## config.mk

```make
export PLATFORM = sky130hd
export DESIGN_NAME = mem_port_arbiter_flat
export DESIGN_NICKNAME = d
export VERILOG_FILES = /design/src/rtl/mem_port_arbiter_pkg.sv /design/src/rtl/mem_port_arbiter_if.sv /design/src/rtl/mem_port_arbiter_wait_timer.sv /design/src/rtl/mem_port_arbiter.sv /design/src/flat_wrapper.sv
export SDC_FILE = /design/constraint.sdc
export NUM_CORES = 1
export LEC_CHECK = 0
export BUFFER_PORTS_ARGS = -buffer_cell sky130_fd_sc_hd__buf_2
export CELL_PAD_IN_SITES_DETAIL_PLACEMENT = 0
export CELL_PAD_IN_SITES_GLOBAL_PLACEMENT = 1
export CORE_ASPECT_RATIO = 0.75
export CORE_UTILIZATION = 26
export DETAILED_ROUTE_END_ITERATION = 10
export PLACE_DENSITY_LB_ADDON = 0.08
export SLEW_MARGIN = 20
export SYNTH_ARGS = -nofsm -noshare
export SYNTH_HDL_FRONTEND = slang
export SYNTH_SLANG_ARGS = --single-unit
export TNS_END_PERCENT = 20
```

## constraint.sdc

```tcl
create_clock -name clk -period 5.7 [get_ports clk]
set_input_delay 0.855 -clock clk [delete_from_list [all_inputs] [get_ports clk]]
set_output_delay 0.855 -clock clk [all_outputs]
set_load 0.005 [all_outputs]
```

## src/rtl/mem_port_arbiter_pkg.sv

```systemverilog
// Shared types and defaults for the unified-memory port arbiter.
package mem_arb_pkg;

  typedef enum logic [1:0] {IDLE, IBUS, DBUS, ERR} arb_state_t;

  localparam int unsigned DEFAULT_MAX_WAIT = 15;

endpackage

```

## src/rtl/mem_port_arbiter_if.sv

```systemverilog
// Pipeline-side and memory-side signals of the arbiter. master = arbiter, slave = its environment.
interface mem_port_arbiter_if #(
  parameter int unsigned DATA_W = 32,
  parameter int unsigned ADDR_W = 32
);
  logic              IReqF;
  logic [ADDR_W-1:0] PCF;
  logic [DATA_W-1:0] InstrF;
  logic              IReadyF;
  logic              DReqM;
  logic              DWriteM;
  logic [ADDR_W-1:0] DAdrM;
  logic [DATA_W-1:0] WriteDataM;
  logic [DATA_W-1:0] ReadDataM;
  logic              DReadyM;
  logic              MemStall;
  logic              MemReq;
  logic              MemWe;
  logic [ADDR_W-1:0] MemAdr;
  logic [DATA_W-1:0] MemWD;
  logic [DATA_W-1:0] MemRD;
  logic              MemAck;
  logic              BusErr;

  modport master (
    input  IReqF, PCF, DReqM, DWriteM, DAdrM, WriteDataM, MemRD, MemAck,
    output InstrF, IReadyF, ReadDataM, DReadyM, MemStall, MemReq, MemWe, MemAdr, MemWD, BusErr
  );

  modport slave (
    output IReqF, PCF, DReqM, DWriteM, DAdrM, WriteDataM, MemRD, MemAck,
    input  InstrF, IReadyF, ReadDataM, DReadyM, MemStall, MemReq, MemWe, MemAdr, MemWD, BusErr
  );
endinterface

```

## src/rtl/mem_port_arbiter_wait_timer.sv

```systemverilog
// Wait-state counter for one bus transaction; expire flags that MAX_WAIT wait cycles have elapsed.
module wait_timer #(
  parameter int unsigned MAX_WAIT = 15
) (
  input  logic clk,
  input  logic reset_n,
  input  logic clear,
  input  logic enable,
  output logic expire
);
  localparam int unsigned CNT_W = $clog2(MAX_WAIT + 1);

  logic [CNT_W-1:0] count_q;

  always_ff @(posedge clk or negedge reset_n) begin
    if (!reset_n) begin
      count_q <= '0;
    end else if (clear) begin
      count_q <= '0;
    end else if (enable) begin
      count_q <= count_q + CNT_W'(1);
    end
  end

  assign expire = (count_q == CNT_W'(MAX_WAIT));

endmodule

```

## src/rtl/mem_port_arbiter.sv

```systemverilog
// Shares one single-ported memory between fetch and load/store, data first, with a sticky
// timeout error. Stale fetch results (PC redirected or request dropped) are discarded.
module mem_port_arbiter
  import mem_arb_pkg::*;
#(
  parameter int unsigned DATA_W   = 32,
  parameter int unsigned ADDR_W   = 32,
  parameter int unsigned MAX_WAIT = DEFAULT_MAX_WAIT
) (
  input logic                clk,
  input logic                reset_n,
  mem_port_arbiter_if.master bus
);

  arb_state_t        state_q, state_d;
  logic              req_q, req_d;
  logic              we_q, we_d;
  logic [ADDR_W-1:0] adr_q, adr_d;
  logic [DATA_W-1:0] wd_q, wd_d;
  logic [DATA_W-1:0] instr_q, instr_d;
  logic [DATA_W-1:0] rdata_q, rdata_d;
  logic              iready_q, iready_d;
  logic              dready_q, dready_d;
  logic              tmr_clear, tmr_enable, tmr_expire;

  wait_timer #(
    .MAX_WAIT (MAX_WAIT)
  ) u_wait_timer (
    .clk     (clk),
    .reset_n (reset_n),
    .clear   (tmr_clear),
    .enable  (tmr_enable),
    .expire  (tmr_expire)
  );

  always_comb begin
    state_d    = state_q;
    req_d      = req_q;
    we_d       = we_q;
    adr_d      = adr_q;
    wd_d       = wd_q;
    instr_d    = instr_q;
    rdata_d    = rdata_q;
    iready_d   = 1'b0;
    dready_d   = 1'b0;
    tmr_clear  = 1'b0;
    tmr_enable = 1'b0;

    case (state_q)
      IDLE: begin
        if (bus.DReqM) begin
          state_d   = DBUS;
          req_d     = 1'b1;
          we_d      = bus.DWriteM;
          adr_d     = bus.DAdrM;
          wd_d      = bus.WriteDataM;
          tmr_clear = 1'b1;
        end else if (bus.IReqF) begin
          state_d   = IBUS;
          req_d     = 1'b1;
          we_d      = 1'b0;
          adr_d     = bus.PCF;
          wd_d      = bus.WriteDataM;
          tmr_clear = 1'b1;
        end
      end
      IBUS, DBUS: begin
        if (bus.MemAck) begin
          // Ack beats a simultaneous timeout; the result is delivered only if still wanted.
          state_d = IDLE;
          req_d   = 1'b0;
          we_d    = 1'b0;
          if (state_q == DBUS) begin
            if (bus.DReqM) begin
              dready_d = 1'b1;
              if (!we_q) rdata_d = bus.MemRD;
            end
          end else if (bus.IReqF && (bus.PCF == adr_q)) begin
            iready_d = 1'b1;
            instr_d  = bus.MemRD;
          end
        end else if (tmr_expire) begin
          state_d = ERR;
          req_d   = 1'b0;
          we_d    = 1'b0;
        end else begin
          tmr_enable = 1'b1;
        end
      end
      ERR: begin
        state_d = ERR;
      end
      default: begin
        state_d = IDLE;
      end
    endcase
  end

  always_ff @(posedge clk or negedge reset_n) begin
    if (!reset_n) begin
      state_q  <= IDLE;
      req_q    <= 1'b0;
      we_q     <= 1'b0;
      adr_q    <= '0;
      wd_q     <= '0;
      instr_q  <= '0;
      rdata_q  <= '0;
      iready_q <= 1'b0;
      dready_q <= 1'b0;
    end else begin
      state_q  <= state_d;
      req_q    <= req_d;
      we_q     <= we_d;
      adr_q    <= adr_d;
      wd_q     <= wd_d;
      instr_q  <= instr_d;
      rdata_q  <= rdata_d;
      iready_q <= iready_d;
      dready_q <= dready_d;
    end
  end

  assign bus.MemReq    = req_q;
  assign bus.MemWe     = we_q;
  assign bus.MemAdr    = adr_q;
  assign bus.MemWD     = wd_q;
  assign bus.InstrF    = instr_q;
  assign bus.ReadDataM = rdata_q;
  assign bus.IReadyF   = iready_q;
  assign bus.DReadyM   = dready_q;
  assign bus.BusErr    = (state_q == ERR);
  assign bus.MemStall  = bus.DReqM & ~dready_q;

endmodule
```

## src/flat_wrapper.sv

```systemverilog
// flat-port wrapper written by rule: the top's interface ports become plain ports
module mem_port_arbiter_flat import mem_arb_pkg::*;
#(
  parameter int unsigned DATA_W   = 32,
  parameter int unsigned ADDR_W   = 32,
  parameter int unsigned MAX_WAIT = DEFAULT_MAX_WAIT
)
  (clk, reset_n, bus_IReqF, bus_PCF, bus_DReqM, bus_DWriteM, bus_DAdrM, bus_WriteDataM, bus_MemRD, bus_MemAck, bus_InstrF, bus_IReadyF, bus_ReadDataM, bus_DReadyM, bus_MemStall, bus_MemReq, bus_MemWe, bus_MemAdr, bus_MemWD, bus_BusErr);
  mem_port_arbiter_if #(.DATA_W(DATA_W), .ADDR_W(ADDR_W)) bus_i ();
  input logic clk;
  input logic reset_n;
  input wire logic [$bits(bus_i.IReqF)-1:0] bus_IReqF;
  input wire logic [$bits(bus_i.PCF)-1:0] bus_PCF;
  input wire logic [$bits(bus_i.DReqM)-1:0] bus_DReqM;
  input wire logic [$bits(bus_i.DWriteM)-1:0] bus_DWriteM;
  input wire logic [$bits(bus_i.DAdrM)-1:0] bus_DAdrM;
  input wire logic [$bits(bus_i.WriteDataM)-1:0] bus_WriteDataM;
  input wire logic [$bits(bus_i.MemRD)-1:0] bus_MemRD;
  input wire logic [$bits(bus_i.MemAck)-1:0] bus_MemAck;
  output wire logic [$bits(bus_i.InstrF)-1:0] bus_InstrF;
  output wire logic [$bits(bus_i.IReadyF)-1:0] bus_IReadyF;
  output wire logic [$bits(bus_i.ReadDataM)-1:0] bus_ReadDataM;
  output wire logic [$bits(bus_i.DReadyM)-1:0] bus_DReadyM;
  output wire logic [$bits(bus_i.MemStall)-1:0] bus_MemStall;
  output wire logic [$bits(bus_i.MemReq)-1:0] bus_MemReq;
  output wire logic [$bits(bus_i.MemWe)-1:0] bus_MemWe;
  output wire logic [$bits(bus_i.MemAdr)-1:0] bus_MemAdr;
  output wire logic [$bits(bus_i.MemWD)-1:0] bus_MemWD;
  output wire logic [$bits(bus_i.BusErr)-1:0] bus_BusErr;
  assign bus_i.IReqF = bus_IReqF;
  assign bus_i.PCF = bus_PCF;
  assign bus_i.DReqM = bus_DReqM;
  assign bus_i.DWriteM = bus_DWriteM;
  assign bus_i.DAdrM = bus_DAdrM;
  assign bus_i.WriteDataM = bus_WriteDataM;
  assign bus_i.MemRD = bus_MemRD;
  assign bus_i.MemAck = bus_MemAck;
  assign bus_InstrF = bus_i.InstrF;
  assign bus_IReadyF = bus_i.IReadyF;
  assign bus_ReadDataM = bus_i.ReadDataM;
  assign bus_DReadyM = bus_i.DReadyM;
  assign bus_MemStall = bus_i.MemStall;
  assign bus_MemReq = bus_i.MemReq;
  assign bus_MemWe = bus_i.MemWe;
  assign bus_MemAdr = bus_i.MemAdr;
  assign bus_MemWD = bus_i.MemWD;
  assign bus_BusErr = bus_i.BusErr;
  mem_port_arbiter #(.DATA_W(DATA_W), .ADDR_W(ADDR_W), .MAX_WAIT(MAX_WAIT)) u_core (.clk(clk), .reset_n(reset_n), .bus(bus_i));
endmodule
```

### Word level (Yosys, flattened, before mapping)

Index checks and enable logic that the tools add are counted.
Widths: inputs -> output; s select.

* bits in registers: 138
* input port bits: 134
* output and inout port bits: 134
* word-level logic and storage cells: 66

* $add $sub $neg: 1
* equal/unequal tests: 7
* muxes and demuxes: 33
* bitwise gates (word level): 4
* reductions and logical operators: 11

Operators by type and width (count)
* $mux 32: 4
* $eq 32x32->1: 1
* $mux 1: 20
* $mux 2: 4
* $mux 4: 2
* $pmux 2 s3: 1
* $reduce_bool 2->1: 3
* $reduce_and 5->1: 1
* $add 4x1->4 const B: 1
* $eq 2x2->1 const B: 2
* $eq 4x4->1 const B: 1
* $pmux 1 s2: 2
* $reduce_and 2->1: 2
* $reduce_and 4->1: 1
* $ne 3x2->1 const B: 1
* $ne 3x3->1 const B: 1
* $not 1->1: 3
* $reduce_and 3->1: 1
* $eq 2x1->1 const B: 1
* $logic_not 2->1: 1
* $reduce_or 2->1: 1
* $and 1x1->1: 1
* $logic_and 1x1->1: 1

### Longest topological paths before layout

Gate-level depths: netlist of run 1.

* word-level depth: 6
* gate-level depth with buffers: 7
* depth with buffers taken out: 7

### Modules after synthesis

From an unflattened synthesis of run 1, not the netlist that was laid out.

* cells, all modules: 441
* area total of the unflattened synthesis: 5903.2 µm²

By module, submodules not included
* mem_port_arbiter: instances 1, cells each 424, area an instance 5704.2 µm², sequential area each 3353.2 µm²
* wait_timer: instances 1, cells each 17, area an instance 198.9 µm², sequential area each 100.1 µm²

### Least setup slack after synthesis of run 1

OpenSTA, ideal clock, no wires.

* path type: input port to flip-flop
* start: in bus_PCF[28]
* end: reg u_core.instr_q[19], in the netlist u_core.bus.InstrF[19]
* library setup time: 125 ps
* arrival time: 2385 ps
* required time: 5575 ps
* slack: 3190 ps
* cell stages on the path: 6
* buffers on the path: 1
* cell sequence: xor2_1 nor4_1 nand2_1 nor4_4 buf_6 mux2_2

* longest elaborated chain between the ends: 3

RTL lines
* from (decl): RTL line flat_wrapper.sv:13 `input wire logic [$bits(bus_i.PCF)-1:0] bus_PCF;`
* $eq 32x32->1: RTL line mem_port_arbiter.sv:78 `end else if (bus.IReqF && (bus.PCF == adr_q)) begin`
* $logic_and 1x1->1: RTL line mem_port_arbiter.sv:78
* $reduce_and 4->1 (no line)
* to (signal assigned): RTL line mem_port_arbiter.sv:116 `instr_q <= instr_d;`
* to (decl): RTL line mem_port_arbiter.sv:20 `logic [DATA_W-1:0] instr_q, instr_d;`

Every way passes these cells.
A chain may end at the register's enable or synchronous reset.

### Final worst setup path of run 1

* start: in bus_PCF[29]
* end: reg u_core.instr_q[29], in the netlist u_core.bus.InstrF[29]

The elaborated chain is that of the path after synthesis.

==> results of run 1 <==
==> layout by cell type, fill, tap and decap left out, drive strengths merged, types with 6 or more instances in the layout <==
cell,count
buf,274
clkbuf,17
dfrtp,138
inv,6
mux2,64
mux2i,33
nand2,133
nor2,7
nor4,9
o21ai,35
xor2,30
==> kinds of logic after synthesis <==
kind of cell               after synthesis  synth area share [%]
xor gates and xnor gates                35                  5.20
AOI/OAI and AO/OA                       43                  3.75
muxes                                   97                  17.8
DFF                                    138                  58.5
adders and majority gates                5                  1.06
and+or+nand+nor                        160                  11.4
buffers and inverters                   29                  2.29
==> where the power goes <==
group	internal, mW	switching, mW	leakage [nW]
Combinational	0.583	0.651	2.37
Sequential	1.34	0.220	1.76
Clock	0.778	0.436	0.304
==> worst register-to-register path: stages, from the launching register on <==
cell and delay, ps:
dfrtp_1 400, xor2_1 150, nor4_1 620, nand2_1 230, nor4_4 290, buf_4 420
mux2_2 420
==> synth_stat cells (all sizes together), types with 2 or more instances <==
cell | count | area (um^2)
a21oi | 5 | 25.0
buf | 8 | 56.3
clkbuf | 17 | 63.8
dfrtp | 138 | 3450
ha | 5 | 62.6
inv | 4 | 15.0
mux2 | 64 | 721
mux2i | 33 | 330
nand2 | 133 | 499
nand3 | 2 | 10.0
nand4 | 3 | 18.8
nor2 | 7 | 26.3
nor4 | 9 | 71.3
o21ai | 35 | 175
xnor2 | 5 | 43.8
xor2 | 30 | 263
==> through the flow <==
stage	utilization, %	instance area [um^2]	worst slack (ps)
floorplan	-	5900	3190
global placement	34.1	7560	2380
detailed placement	34.1	7560	2410
CTS	37.0	8200	2860
global route	37.0	8200	2750
finish	37.0	8200	2890
==> state kept, by name (all words and copies together) (netlist names) <==
register and flops:
u_core.bus.MemAdr 32, u_core.bus.IReadyF 1, u_core.state_q 2, u_core.bus.MemWD 32, u_core.u_wait_timer.count_q 4, u_core.bus.MemReq 1, u_core.bus.ReadDataM 32, u_core.bus.MemWe 1
u_core.bus.InstrF 32, u_core.bus.DReadyM 1
==> area by class of cell <==
type | count | area (um^2) | share of cell area (%)
Clock buffer | 17 | 425 | 5.19
Clock inverter | 13 | 219 | 2.67
Inverter | 4 | 15.0 | 0.183
Multi-Input combinational cell | 340 | 2330 | 28.4
Sequential cell | 138 | 3450 | 42.1
Tap cell | 294 | 368 | 4.49
Timing Repair Buffer | 274 | 1400 | 17.0
==> metal layers <==
layer	wire [um]	global-route usage [%]
met1	7390	18.1
met4	157	3.48
met2	7180	21.9
met3	1400	5.57
met5	0	0
==> worst paths after layout <==
check | start | to | slack [ps] | cells past startpoint
worst max-delay path | bus_PCF[29] | u_core.bus.InstrF[29]$_DFFE_PN0P_ | 2890 | 7
worst min-delay path | reset_n | u_core.bus.MemAdr[11]$_DFFE_PN0P_ | 450 | 1
worst max register to register | u_core.bus.MemAdr[29]$_DFFE_PN0P_ | u_core.bus.InstrF[29]$_DFFE_PN0P_ | 3050 | 6
worst min register to register | u_core.bus.MemWD[21]$_DFFE_PN0P_ | u_core.bus.MemWD[21]$_DFFE_PN0P_ | 470 | 2
max in group asynchronous | reset_n | u_core.bus.MemAdr[19]$_DFFE_PN0P_ | 3900 | 2
min in group clk | u_core.bus.MemWD[21]$_DFFE_PN0P_ | u_core.bus.MemWD[21]$_DFFE_PN0P_ | 470 | 2
==> results.cfg, run 1 <==
[sta]
timing_hold_violations_final = 0
max_slew_margin_pct = 46.2
setup_viol = 0
worstMarginPinSlew_ps = 807
slew_violations = 0
fin_skew_ps = 14.1
finalSetupTns_ps = 0
rsz0062_at_grt = no
fin_crit_sh_pct = 49.4
timing.hold.ws_ps = 452
period_minus_slack_ps = 2810
max_freq_ghz = 0.355

[power_and_ir_drop]
power_mw = 4.00
p_leak_nw = 4.43
peakVddDrop_v = 0.000221
power_density_mw_per_mm2 = 488

[logic_synthesis]
synthArstFlopShare_pct = 100
ys_warn_count = 0
synth_cells = 507
synth_area_mm2 = 0.00590
syn_area_per_cell_um2 = 11.6
synth_edf_count = 0
syn-num-nets = 646
synth_ff_type = dfrtp_1
ys_ff_latch = 138
synthDistinctLibCells = 30
yosysSeqAreaShare_pct = 58.5

[clock_tree]
cts_resized = 0
clkLatencyLatePin_ps = 410
cts_setup_buffers = 0
path_clk_slew_ps = 60
numCtsBuffers = 17
cts_hold_buf = 0
cts_tree = done
h-tree-depth = 4
root_buffer = clkbuf_16
clkSinkCount = 138
clk_path_buf_depth = 2

[worst_setup_path]
arrival_ps = 3110
critPathMaxFanout = 32
critPathLaunchType = input pin
path_cells = buf_2, xor2_1, nor4_1, nand2_1, nor4_4, buf_4, mux2_2
cpMaxStageDelayCell = nor4_1
slowest_delay_ps = 620
critPathBufInv = 2
path_delay_family = simple AND/OR/NAND/NOR gates
required_ps = 5990
worstSetupPathType = input pin to flop
cp-end-kind = flop

[placement]
dp.cells = 1050
gp_congestion = 0.758
port_buffers = 267
dp_hpwl_mm = 11.8

[floorplanning]
die_area_mm2 = 0.0233
start_util_pct = 26.6
fp.dieH_um = 132
io_pins = 268
fp-row-count = 47
die_x_um = 176
coreArea_mm2 = 0.0222

[layout]
drive_gt1_share_pct = 46.8
areaGrowthSynthToFinish_pct = 39.0
nets = 914
antennaDiodeCount = 0
fillers = 2271
instances_no_fill = 1080

[global_routing]
antenna_found_initial = 1
grt_usage_pct = 14.0
grt_pass1_wl_mm = 25.4
grt_remaining_overflow = 0
grt_max_degree = 84
grt_pass1_vias = 4682

[min_path]
hp-class = input pin to asynchronous set/reset pin

[detailed_routing]
ant_nets = 0
first_pass_iters = 4
routed-via-count = 4543
drc_errors = 0
post_drt_wl_per_cell_um = 14.9
drt-vias-per-instance = 4.21
dr.first_iter.drc_count = 180
totalWireLength_mm = 16.1

[run_status]
status = finished clean

[flow_run]
cap_violations = 0
Note: power is estimated with default switching activity, not from simulation.
==> run 2, diff against run 1 <==
==> constraint.sdc (replaced) <==
create_clock -name clk -period 2.92 [get_ports clk]
set_input_delay 0.438 -clock clk [delete_from_list [all_inputs] [get_ports clk]]
set_output_delay 0.438 -clock clk [all_outputs]
set_load 0.005 [all_outputs]
==> results.cfg, run 2 (synthesis results as in run 1) <==
[run_status]
status = finished clean

[global_routing]
grt_remaining_overflow = 0
grt_pass1_vias = 4739
use_met3_pct = 5.57
top_usage_layer = met2
grt_max_degree = 49
grt_usage_pct = 14.8
met1_usage_pct = 19.8
grt_pass1_wl_mm = 26.6
grt_util_met2_pct = 21.9
antenna_found_initial = 0

[placement]
dp.cells = 1053
dpl-instance-area_mm2 = 0.00762
dp_slack_ps = 381
gp_congestion = 0.739
port_buffers = 267
dp_hpwl_mm = 12.1

[worst_setup_path]
path_cells = xor2_1, nor4_1, nand4_1, nor4_4, buf_12, mux2_2
critPathBufInv = 1
critPathMaxFanout = 32
cp-end-kind = flop
arrival_ps = 2660
worstSetupPathType = flop to flop
cpMaxStageDelayCell = nor4_1
required_ps = 3220
slowest_delay_ps = 540
critPathLaunchType = flop
path_delay_family = simple AND/OR/NAND/NOR gates

[floorplanning]
coreArea_mm2 = 0.0222
fp.dieH_um = 132
start_util_pct = 26.6
die_x_um = 176
fp-row-count = 47
die_area_mm2 = 0.0233
io_pins = 268

[power_and_ir_drop]
power_density_mw_per_mm2 = 940
peakVddDrop_v = 0.000389
p_leak_nw = 4.47
power_mw = 7.76

[layout]
final_common_cell = buf_2
fillers = 2259
final_cell_mix = 266 x buf_2, 138 x dfrtp_1, 133 x nand2_1
postLayoutCellArea_mm2 = 0.00825
antennaDiodeCount = 0
areaGrowthSynthToFinish_pct = 39.8
instances_no_fill = 1086
drive_gt1_share_pct = 47.1
multi_input_comb_area_mm2 = 0.00233
utilization_pct = 37.2
nets = 919
register_area_mm2 = 0.00345

[detailed_routing]
drc_errors = 0
drt-vias-per-instance = 4.25
dr.first_iter.drc_count = 172
totalWireLength_mm = 16.6
routed-via-count = 4611
first_pass_iters = 4
ant_nets = 0
post_drt_wl_per_cell_um = 15.3

[sta]
slew_violations = 0
setup_viol = 0
fin_crit_sh_pct = 80.9
fin_skew_ps = 9.41
max_freq_ghz = 0.423
rsz0062_at_grt = no
worstMarginPinSlew_ps = 638
timing.hold.ws_ps = 210
max_slew_margin_pct = 57.5
setup_slack_ps = 558
timing_hold_violations_final = 0
finalSetupTns_ps = 0
period_minus_slack_ps = 2360

[clock_tree]
root_buffer = clkbuf_16
cts_tree = done
h-tree-depth = 4
numCtsBuffers = 17
clkLatencyLatePin_ps = 420
clk_path_buf_depth = 2
clkSinkCount = 138
path_clk_slew_ps = 60

[flow_run]
cap_violations = 0

[min_path]
hp-class = input pin to flop
## run 2: power by group
group	total [mW]	internal, mW	switching (mW)
Sequential	3.04	2.61	0.430
Clock	2.21	1.34	0.863
Combinational	2.51	1.20	1.31
## run 2: routing by layer
| layer | part of all wire (%) | up-vias |
|---|---|---|
| li1 | - | 2251 |
| met1 | 46 | 2183 |
| met2 | 45 | 162 |
| met3 | 8.5 | 15 |
| met4 | 1.3 | 0 |
| met5 | 0 | - |
## run 2: what timing repair did
item | 4_1_cts | 5_1_grt
endpoints found under the hold margin | 45 | 0
hold buffers | 1 | 0
setup buffers | 0 | 0
resized for setup | 0 | 0
## run 2: final timing paths
| path | startpoint | endpoint | slack (ps) | depth (start not counted) |
|---|---|---|---|---|
| max reg2reg | u_core.bus.MemAdr[31]$_DFFE_PN0P_ | u_core.bus.InstrF[4]$_DFFE_PN0P_ | 560 | 6 |
| min | bus_WriteDataM[20] | u_core.bus.MemWD[20]$_DFFE_PN0P_ | 210 | 3 |
| min in group asynchronous | reset_n | u_core.bus.MemAdr[11]$_DFFE_PN0P_ | 520 | 2 |
| max in group asynchronous | reset_n | u_core.bus.MemAdr[30]$_DFFE_PN0P_ | 1620 | 3 |
| max | u_core.bus.MemAdr[31]$_DFFE_PN0P_ | u_core.bus.InstrF[4]$_DFFE_PN0P_ | 560 | 6 |
| min reg2reg | u_core.bus.MemWD[12]$_DFFE_PN0P_ | u_core.bus.MemWD[12]$_DFFE_PN0P_ | 470 | 2 |
## run 2: cell type report
cell class | count | area share (%)
flip-flops and latches | 138 | 41.9
multi-input cells | 340 | 28.2
repair buffers | 279 | 18.1
clock buffers | 17 | 5.16
well taps | 294 | 4.46
clock inverters | 14 | 2.06
inverters | 4 | 0.182
## run 2: tightest hold or removal path, delay by kind of cell
kind	cells	cell delay, ps
buf+inv	1	70
simple gates	2	80
==> run 3, diff against run 2 <==
==> constraint.sdc (replaced) <==
create_clock -name clk -period 2.3 [get_ports clk]
set_input_delay 0.345 -clock clk [delete_from_list [all_inputs] [get_ports clk]]
set_output_delay 0.345 -clock clk [all_outputs]
set_load 0.005 [all_outputs]
==> results.cfg, run 3 (synthesis results as in run 1) <==
[floorplanning]
fp-row-count = 47
coreArea_mm2 = 0.0222
die_x_um = 176
io_pins = 268
die_area_mm2 = 0.0233
fp.dieH_um = 132
start_util_pct = 26.6

[clock_tree]
h-tree-depth = 4
cts_tree = done
clkLatencyLatePin_ps = 420
clk_path_buf_depth = 2
root_buffer = clkbuf_16
numCtsBuffers = 17
clkSinkCount = 138
path_clk_slew_ps = 70

[layout]
postLayoutCellArea_mm2 = 0.00843
fillers = 2254
areaGrowthSynthToFinish_pct = 42.8
utilization_pct = 38.0
final_cell_mix = 266 x buf_2, 138 x dfrtp_1, 133 x nand2_1
register_area_mm2 = 0.00345
final_common_cell = buf_2
instances_no_fill = 1098
multi_input_comb_area_mm2 = 0.00235
drive_gt1_share_pct = 48.3
nets = 929

[worst_setup_path]
regToRegSetupSlack_ps = -20
crit_path_start = u_core.bus.MemAdr[2]$_DFFE_PN0P_
slowest_delay_ps = 400
cp-end-kind = flop
cp.depth = 8
arrival_ps = 2620
required_ps = 2600
cpMaxStageDelayCell = dfrtp_1
cpMostUsedCell = buf_6
critPathBufInv = 3
path_cells = xor2_1, nor4_2, buf_4, nand4_1, nor4_4, buf_6, buf_6, mux2_2
path_delay_family = simple AND/OR/NAND/NOR gates
timing.reg2reg.worst_path_depth = 8
critPathLaunchType = flop
reg2reg_from = u_core.bus.MemAdr[2]$_DFFE_PN0P_
critPathMaxFanout = 8
worstSetupPathType = flop to flop

[placement]
dp_hpwl_mm = 11.9
gp_congestion = 0.763
port_buffers = 267
dpl-instance-area_mm2 = 0.00768
dp.cells = 1060
dp_slack_ps = -204

[sta]
period_minus_slack_ps = 2320
finalSetupTns_ps = -335
timing_hold_violations_final = 0
slew_violations = 0
rsz0062_at_grt = yes
fin_skew_ps = 10.3
timing.hold.ws_ps = 115
worstMarginPinSlew_ps = 805
max_freq_ghz = 0.430
fin_crit_sh_pct = 101
setup_viol = 23
setup_slack_ps = -23.9
max_slew_margin_pct = 46.1

[power_and_ir_drop]
peakVddDrop_v = 0.000420
p_leak_nw = 4.54
power_density_mw_per_mm2 = 1190
power_mw = 10.0

[min_path]
hold_path_depth = 3
worstHoldStart = bus_WriteDataM[22]
hp-class = input pin to flop

[global_routing]
grt_max_degree = 57
antenna_found_initial = 1
grt_pass1_vias = 4746
grt_remaining_overflow = 0
grt_pass1_wl_mm = 25.7
grt_usage_pct = 14.3

[detailed_routing]
post_drt_wl_per_cell_um = 15.2
first_pass_iters = 4
ant_nets = 0
routed-via-count = 4708
drt-vias-per-instance = 4.29
totalWireLength_mm = 16.7
dr.first_iter.drc_count = 148
drc_errors = 0

[run_status]
violations = setup timing
status = finished with violations

[flow_run]
cap_violations = 0
run 3: area by class of cell:
class | instances | share of cell area [%]
clock buffer | 19 | 5.38
clock inverter | 13 | 2.14
sequential | 138 | 41.0
timing repair buffer | 289 | 19.0
antenna | 1 | 0.0297
inverter | 4 | 0.178
multi-input combinational | 340 | 27.9
tap | 294 | 4.37
run 3: path summary, 6_finish.rpt:
| path | to |
|---|---|
| setup / recovery | u_core.bus.InstrF[2]$_DFFE_PN0P_ |
| hold / removal | u_core.bus.MemWD[22]$_DFFE_PN0P_ |
| setup reg to reg | u_core.bus.InstrF[2]$_DFFE_PN0P_ |
| hold reg to reg | u_core.bus.MemWD[21]$_DFFE_PN0P_ |
| max in group asynchronous | u_core.bus.MemWD[12]$_DFFE_PN0P_ |
| min in group asynchronous | u_core.bus.MemAdr[6]$_DFFE_PN0P_ |
run 3: worst register-to-register path: stages (launching register included):
cell and delay [ps]:
dfrtp_1 400, xor2_1 170, nor4_2 340, buf_4 170, nand4_1 120, nor4_4 300, buf_6 180, buf_6 180
mux2_2 340
run 3: what timing repair did:
item / 4_1_cts / 5_1_grt
resized for setup: 3 / 2
hold buffers: 1 / 0
hold endpoints to repair: 53 / 0
endpoints found under the setup margin: 32 / 32
setup buffers: 0 / 1
pin swaps: 1 / 3
gates cloned: 0 / 3
run 3: report_power, final:
part / internal [mW] / leakage (nW) / switching (mW)
sequential: 3.31 / 1.76 / 0.546
clock: 1.80 / 0.305 / 1.15
combinational: 1.55 / 2.47 / 1.68
run 3: layer usage:
layer	track usage, %	share of wire, %
met5	0	0
met4	4.15	1.1
met3	5.26	7.9
met2	22.2	45
met1	18.4	46
